===== src/rtl/muldiv_controller.sv =====
// Multi-cycle multiply/divide sequencer owning the MIPS32 HI/LO pair (radix-2, 32 steps).
// Define MULDIV_DIV_EN to build the restoring divider; without it div/divu complete at once with illegal set.
module muldiv_controller #(
  parameter int WIDTH = 32
) (
  input  logic             clk,
  input  logic             reset,
  input  logic             start,
  input  logic [1:0]       op,
  input  logic [WIDTH-1:0] rs,
  input  logic [WIDTH-1:0] rt,
  input  logic             hi_we,
  input  logic             lo_we,
  input  logic [WIDTH-1:0] wdata,
  output logic             busy,
  output logic             done,
  output logic [WIDTH-1:0] hi,
  output logic [WIDTH-1:0] lo,
  output logic             div_by_zero,
  output logic             illegal
);

  localparam int CW = $clog2(WIDTH);

  typedef enum logic [1:0] {
    IDLE = 2'd0,
    CALC = 2'd1,
    FIX  = 2'd2
  } state_t;

  state_t          state;
  logic [CW-1:0]   cnt;

  logic             is_div;
  logic             prod_neg;
  logic [WIDTH-1:0] acc;
  logic [WIDTH-1:0] mq;
  logic [WIDTH-1:0] opb;

  logic             signed_op;
  logic             accept;

  // Two's-complement magnitude for signed ops; unsigned ops pass through.
  function automatic logic [WIDTH-1:0] magnitude(input logic signed [WIDTH-1:0] x,
                                                 input logic sgn);
    logic signed [WIDTH-1:0] negx;
    negx = -x;
    if (sgn && x[WIDTH-1])
      magnitude = $unsigned(negx);
    else
      magnitude = $unsigned(x);
  endfunction

  function automatic logic [WIDTH-1:0] cond_neg(input logic [WIDTH-1:0] x, input logic n);
    cond_neg = n ? (~x + 1'b1) : x;
  endfunction

  function automatic logic [2*WIDTH-1:0] cond_neg_wide(input logic [2*WIDTH-1:0] x,
                                                       input logic n);
    cond_neg_wide = n ? (~x + 1'b1) : x;
  endfunction

  assign signed_op = ~op[0];
  assign accept    = (state == IDLE) && start;

  // Multiply step: conditional add of the multiplicand, then shift {acc, mq} right.
  logic [WIDTH:0]     add_sum;
  logic [WIDTH-1:0]   mul_acc;
  logic [WIDTH-1:0]   mul_mq;
  logic [2*WIDTH-1:0] prod;

  assign add_sum = {1'b0, acc} + (mq[0] ? {1'b0, opb} : {(WIDTH+1){1'b0}});
  assign mul_acc = add_sum[WIDTH:1];
  assign mul_mq  = {add_sum[0], mq[WIDTH-1:1]};
  assign prod    = cond_neg_wide({acc, mq}, prod_neg);

`ifdef MULDIV_DIV_EN
  logic             rem_neg;
  logic [WIDTH-1:0] rs_orig;
  logic [WIDTH:0]   shifted;
  logic [WIDTH:0]   trial;
  logic             fits;
  logic [WIDTH-1:0] div_acc;
  logic [WIDTH-1:0] div_mq;
  logic [WIDTH-1:0] quot;
  logic [WIDTH-1:0] rem;
  logic             dz;

  // Remainder stays below the divisor, so bit WIDTH of the trial is exactly the borrow.
  assign shifted = {acc, mq[WIDTH-1]};
  assign trial   = shifted - {1'b0, opb};
  assign fits    = ~trial[WIDTH];
  assign div_acc = fits ? trial[WIDTH-1:0] : shifted[WIDTH-1:0];
  assign div_mq  = {mq[WIDTH-2:0], fits};
  assign quot    = cond_neg(mq, prod_neg);
  assign rem     = cond_neg(acc, rem_neg);
  assign dz      = (opb == '0);
`endif

  // Operand and accumulator registers carry no reset; control below qualifies them.
  always_ff @(posedge clk) begin
    if (accept) begin
      is_div   <= op[1];
      prod_neg <= signed_op & (rs[WIDTH-1] ^ rt[WIDTH-1]);
      acc      <= '0;
      mq       <= magnitude(rs, signed_op);
      opb      <= magnitude(rt, signed_op);
`ifdef MULDIV_DIV_EN
      rem_neg  <= signed_op & rs[WIDTH-1];
      rs_orig  <= rs;
`endif
    end else if (state == CALC) begin
`ifdef MULDIV_DIV_EN
      if (is_div) begin
        acc <= div_acc;
        mq  <= div_mq;
      end else
`endif
      begin
        acc <= mul_acc;
        mq  <= mul_mq;
      end
    end
  end

  always_ff @(posedge clk or posedge reset) begin
    if (reset) begin
      state       <= IDLE;
      cnt         <= '0;
      busy        <= 1'b0;
      done        <= 1'b0;
      hi          <= '0;
      lo          <= '0;
      div_by_zero <= 1'b0;
      illegal     <= 1'b0;
    end else begin
      done        <= 1'b0;
      div_by_zero <= 1'b0;
      illegal     <= 1'b0;
      case (state)
        IDLE: begin
          if (start) begin
            busy <= 1'b1;
            cnt  <= CW'(WIDTH - 1);
`ifdef MULDIV_DIV_EN
            state <= CALC;
`else
            state <= op[1] ? FIX : CALC;
`endif
          end else begin
            if (hi_we) hi <= wdata;
            if (lo_we) lo <= wdata;
          end
        end
        CALC: begin
          if (cnt == '0)
            state <= FIX;
          else
            cnt <= cnt - 1'b1;
        end
        FIX: begin
          state <= IDLE;
          busy  <= 1'b0;
          done  <= 1'b1;
          if (is_div) begin
`ifdef MULDIV_DIV_EN
            if (dz) begin
              lo          <= '1;
              hi          <= rs_orig;
              div_by_zero <= 1'b1;
            end else begin
              lo <= quot;
              hi <= rem;
            end
`else
            illegal <= 1'b1;
`endif
          end else begin
            hi <= prod[2*WIDTH-1:WIDTH];
            lo <= prod[WIDTH-1:0];
          end
        end
        default: begin
          state <= IDLE;
          busy  <= 1'b0;
        end
      endcase
    end
  end

endmodule

===== config.mk =====
export PLATFORM = sky130hd
export DESIGN_NAME = muldiv_controller
export DESIGN_NICKNAME = d
export VERILOG_FILES = /design/src/rtl/muldiv_controller.sv
export SDC_FILE = /design/constraint.sdc
export NUM_CORES = 1
export LEC_CHECK = 0
export CAP_MARGIN = 25
export CELL_PAD_IN_SITES_DETAIL_PLACEMENT = 0
export CELL_PAD_IN_SITES_GLOBAL_PLACEMENT = 1
export CORE_AREA = 2 2 168 170
export CTS_CLUSTER_SIZE = 10
export DETAILED_ROUTE_END_ITERATION = 8
export DIE_AREA = 0 0 170 172
export PLACE_DENSITY_LB_ADDON = 0.1
export SETUP_SLACK_MARGIN = 0.2
export SYNTH_ARGS = -nofsm -noshare
export SYNTH_HDL_FRONTEND = slang
export SYNTH_SLANG_ARGS = --single-unit

===== constraint.sdc =====
create_clock -name clk -period 4.3 [get_ports clk]
set_clock_uncertainty 0.1 [all_clocks]
set_input_delay 0.86 -clock clk [delete_from_list [all_inputs] [get_ports clk]]
set_output_delay 0.86 -clock clk [all_outputs]
set_load 0.01 [all_outputs]

* Word-level counts from Yosys, hierarchy flattened
Index checks and enable logic that the tools add are counted.
Widths: inputs -> output; s select.
** Storage, ports and cells
- Register bits after elaboration :: 172
- Bits of input ports :: 103
- Output and inout port bits :: 68
- Logic and storage cells :: 70
** Cells by class
- Add/subtract/negate cells :: 5
- Equal/unequal tests :: 9
- Mux-type cells :: 26
- Bitwise operators :: 5
- Reduce and logical (&&, ||, !) cells :: 13
** Operators by type and width (count)
- $mux 32 :: 11
- $pmux 32 s2 :: 2
- $add 64x1->64 const B :: 1
- $mux 64 :: 1
- $neg 32->32 :: 2
- $not 64->64 :: 1
- $add 32x32->33 :: 1
- $ne 2x2->1 const B :: 6
- $mux 5 :: 2
- $pmux 5 s2 :: 1
- $reduce_and 4->1 :: 2
- $mux 2 :: 3
- $reduce_bool 2->1 :: 3
- $logic_not 5->1 :: 1
- $sub 5x1->5 const B :: 1
- $mux 1 :: 4
- $pmux 2 s2 :: 1
- $reduce_and 2->1 :: 2
- $logic_and 1x1->1 :: 3
- $reduce_and 3->1 :: 1
- $eq 2x1->1 const B :: 1
- $eq 2x2->1 const B :: 1
- $logic_not 2->1 :: 1
- $ne 2x1->1 const B :: 1
- 4 further kinds :: 5

* Longest topological paths before layout
- Depth after elaboration :: 5
- Mapped depth :: 11

* Least setup slack after synthesis
No wires, ideal clock.
- Path kind :: input -> register
- Start :: in start
- End :: reg mq[1] (data pin)
- Library setup time :: 0.328 ns
- Data arrival time :: 3.115 ns
- Data required time :: 3.872 ns
- Setup slack :: 0.758 ns
- Stages on the path :: 6
- Cells stage by stage :: or3b_2 clkbuf_1 inv_1 clkbuf_1 buf_1 a31oi_1
** On the way
- Word-level cells in the longest chain between the ends :: 2
** RTL lines
- start, declared :: line 8 : input logic start,
- $logic_and 1x1->1 :: line 64 : assign accept = (state == IDLE) && start;
- net accept :: line 41 : logic accept;
- $mux 32 :: line 102 : if (accept) begin
- end signal, assigned :: line 106 : mq <= magnitude(rs, signed_op);
- end signal, assigned :: line 121 : mq <= mul_mq;
- end, declared :: line 37 : logic [WIDTH-1:0] mq;
The timed path passes the listed nets, and every way through them passes these cells.
A chain may end at the register's enable or synchronous reset.

* Final worst setup path
- Start :: reg mq[0]
- End :: reg acc[27]
** On the way
- Word-level cells in the longest chain between the ends :: 2
** RTL lines
- $mux 32 :: line 72 : assign add_sum = {1'b0, acc} + (mq[0] ? {1'b0, opb} : {(WIDTH+1){1'b0}});
- $add 32x32->33 :: line 72
- end signal, assigned :: line 120 : acc <= mul_acc;
- end, declared :: line 36 : logic [WIDTH-1:0] acc;
No other way between the ends.

==> qor.csv <==
stage,metric,value,unit
timing,fin. max-slew vios,0,
timing,Least-Margin Pin Slew,0.891,ns
status,run status,completed,
detailed_routing,drt first-iter violations,799,
cells_and_area,Util after Layout,51.2,%
detailed_routing,DR WL/cell,19.5,um
timing,final hold vios,0,
cells_and_area,Final nets,1597,
clock_tree,CTS sink cnt,172,
synth,synth warn,0,
detailed_routing,met3 routed WL,1770,um
timing,Max Fclk,282,MHz
die,die width,170,um
synth,#FFs+latches synth,172,
die,floorplan core area,27500,sq um
die,die height,172,um
grt,initial antenna violation count,0,
setup_path,CP max stage cell,edfxtp_1,
grt,vias in the first global route,9656,
grt,total track usage,24.5,%
cells_and_area,layout cells sized above 1,5.51,%
clock_tree,Resize count post-CTS,0,
timing,min cycle time layout,3.54,ns
setup_path,Setup crit end kind,flop,
synth,Adder-Cell Fraction of Synth Area,4.23,%
synth,Mapped Cells,1317,
setup_path,crit-path cells,buf_4 -> and2_1 -> ha_1 -> a21o_1 -> a221oi_1 -> nor3_1 -> o311ai_0 -> buf_4 -> a21oi_1 -> o21a_1 -> o31ai_1,
synth,Synth Area per Inst,8.68,sq um
setup_path,Bufs and invs on worst path,2,
pwr,peak supply drop,0.000302,V
die,initial core utilization,41.6,%
setup_path,critical path type,flop to flop,
synth,most area-consuming cells after synthesis,"edfxtp_1, dfrtp_1, xor2_1",
timing,max_slew headroom,40.5,%
setup_path,CP required,4.55,ns
synth,main flop type after synthesis,dfrtp_1,
detailed_routing,DR DRC count,0,
clock_tree,clock buffer depth,2,
synth,synth unique cells,70,
placed_design,pre-CTS worst setup slack,0.365,ns
clock_tree,CTS tree,yes,
setup_path,crit-path max FO,30,
synth,Synth area leader,edfxtp_1,
pwr,Cell Pwr Density,672,nW/um^2
timing,RSZ-0062 raised after global routing,no,
clock_tree,Clock Tree Root,clkbuf_16,
synth,Post-synth ARST share,43.0,%
detailed_routing,First-pass DRT Iterations,5,
synth,most frequent cells after synthesis,"nand2_1, o21ai_0, a21oi_1, nor2_1, xor2_1",
synth,synthesized area,11400,sq um
hold_path,Min-Delay Path Depth,2,
detailed_routing,Vias,10248,
timing,Worst Slack Setup Final,0.755,ns
cells_and_area,n_diodes,0,
synth,mux cell area share after synthesis,0.733,%
die,I/O Pins,171,
grt,grt ovf,0,
synth,most frequent cell after synthesis,nand2_1,
synth,largest family of logic cells by synthesized area,compound AO/OA/AOI/OAI gates,
synth,post-synthesis net count,1458,
detailed_routing,number of routed nets with antenna violations,0,
detailed_routing,drt total wl,35300,um
cells_and_area,# fillers,2636,
timing,Final TNS setup,0,ns
grt,first-pass GRT wire length,55200,um
setup_path,R2R cell count,11,
setup_path,crit-path max cell delay,0.55,ns
clock_tree,CTS Buf Count,17,
die,row count,61,
clock_tree,# Post-CTS Setup Buffers,0,
setup_path,critical path depth,11,
placed_design,post-DP HPWL,27700,um
synth,Yosys top cell area share,17.3,%
synth,Post-Synth XOR/XNOR Area,11.2,%
placed_design,port buffer count,169,
detailed_routing,M1 WL,17700,um
clock_tree,CTS H-tree lvls,4,
detailed_routing,met2 wire length,15100,um
timing,Final Setup Violations,0,
synth,Post-synth EDFFs,66,
clock_tree,Hold Buf Count CTS,0,
detailed_routing,Via density,5.65,
grt,largest net degree at the start of global routing,73,
hold_path,HP Class,flop to flop,
cells_and_area,Layout area overhead,23.1,%
job,# Max-Cap Violations,0,
timing,Tcrit/Tclk final,82.4,%
pwr,Lkg Pwr,5.62,nW
detailed_routing,Top Layer Used,met4,
die,DIE AREA,29200,sq um
clock_tree,"Reg clk slew, reported paths",0.08,ns
synth,register area share after synthesis,39.1,%
setup_path,startpoint types,flop,
setup_path,cell family with most CP delay,compound AO/OA/AOI/OAI gates,
placed_design,RePlAce Congestion,0.886,
setup_path,CP arrival,3.80,ns
synth,Synth Area in Compound Gates,21.1,%
setup_path,crit-path most repeated cell,buf_4,
synth,Post-Synth Simple-Gate Area,20.4,%
clock_tree,"Clk Latency, worst-skew pair",0.44,ns
## power by group
part / total [mW] / internal (mW) / switching (mW)
Clock: 1.57 / 0.786 / 0.781
Sequential: 3.24 / 2.51 / 0.735
Combinational: 4.65 / 1.97 / 2.68
## final cells by class
| class | instances | area [sq um] | area share, % |
|---|---|---|---|
| multi-input cells | 1049 | 6600 | 46.9 |
| repair buffers | 193 | 1880 | 13.4 |
| flip-flops and latches | 172 | 4470 | 31.8 |
| well taps | 346 | 433 | 3.08 |
| clock buffers | 17 | 425 | 3.02 |
| inverters | 23 | 86.3 | 0.613 |
| clock inverters | 15 | 174 | 1.24 |
## layer usage
| layer | vias up | global-route usage [%] |
|---|---|---|
| li1 | 5088 | - |
| met1 | 4805 | 36.7 |
| met2 | 317 | 37.1 |
| met3 | 38 | 3.20 |
| met4 | 0 | 6.76 |
| met5 | - | 0 |
## worst paths after layout
check | slack [ns] | start | to
worst max-delay path | 0.76 | mq[0] | acc[27]
worst min-delay path | 0.38 | lo[4] | lo[4]
worst max register to register | 0.76 | mq[0] | acc[27]
worst min register to register | 0.38 | lo[4] | lo[4]
max in group asynchronous | 2.57 | reset | cnt[0]
min in group asynchronous | 0.82 | reset | hi[28]
## worst reg2reg max path: stages, from the launching register on
cell and delay (ns):
edfxtp_1 0.55, buf_4 0.28, and2_1 0.18, ha_1 0.34, a21o_1 0.23, a221oi_1 0.49, nor3_1 0.20, o311ai_0 0.38
buf_4 0.22, a21oi_1 0.12, o21a_1 0.21, o31ai_1 0.18
## kinds of logic (layout without fill, tap and decap cells)
kind of cell | Yosys count | after routing
AND/OR/NAND/NOR | 470 | 470
AO/OA/AOI/OAI | 386 | 386
flip-flops | 172 | 172
XOR/XNOR | 146 | 146
buffers and inverters | 96 | 248
adder cells (fa/ha/maj) | 38 | 38
multiplexers | 8 | 8
other | 1 | 1
## state kept, by name, summed over array words and instances (netlist names), 2 cells and up
| register | cells |
|---|---|
| state | 2 |
| acc | 32 |
| hi | 32 |
| mq | 32 |
| cnt | 5 |
| lo | 32 |
| opb | 32 |
## metrics by stage
stage          power [mW]  area (sq um)  instances  hold WS [ns]
2_1_floorplan        5.96         11400       1317         0.356
3_5_place_dp         7.92         13500       1783         0.369
3_3_place_gp         7.86         13500       1783         0.361
6_report             9.46         14100       1815         0.382
4_1_cts              9.49         14100       1815         0.388
5_1_grt              10.2         14100       1815         0.405
## layout by cell type, fill, tap and decap left out, drive strengths merged, types with 5 or more instances in the layout
cell / n
ha: 37
edfxtp: 66
nor2: 87
o22ai: 8
mux2i: 5
o41ai: 19
o31ai: 31
nor2b: 8
xor2: 78
buf: 24
xnor2: 68
a21oi: 87
o221ai: 13
clkdlybuf4s50: 169
or4: 18
o21ai: 136
nand3: 18
and3: 13
nor3: 29
a21boi: 6
a21o: 26
o211ai: 5
or2: 5
o21a: 8
a31oi: 12
nand2: 174
inv: 31
nand2b: 13
nand4: 16
dfxtp: 32
a211oi: 9
a221oi: 6
clkbuf: 17
nor4: 14
clkinv: 7
dfrtp: 74
or3: 23
and2: 38
Note: power is estimated with default switching activity, not from simulation.
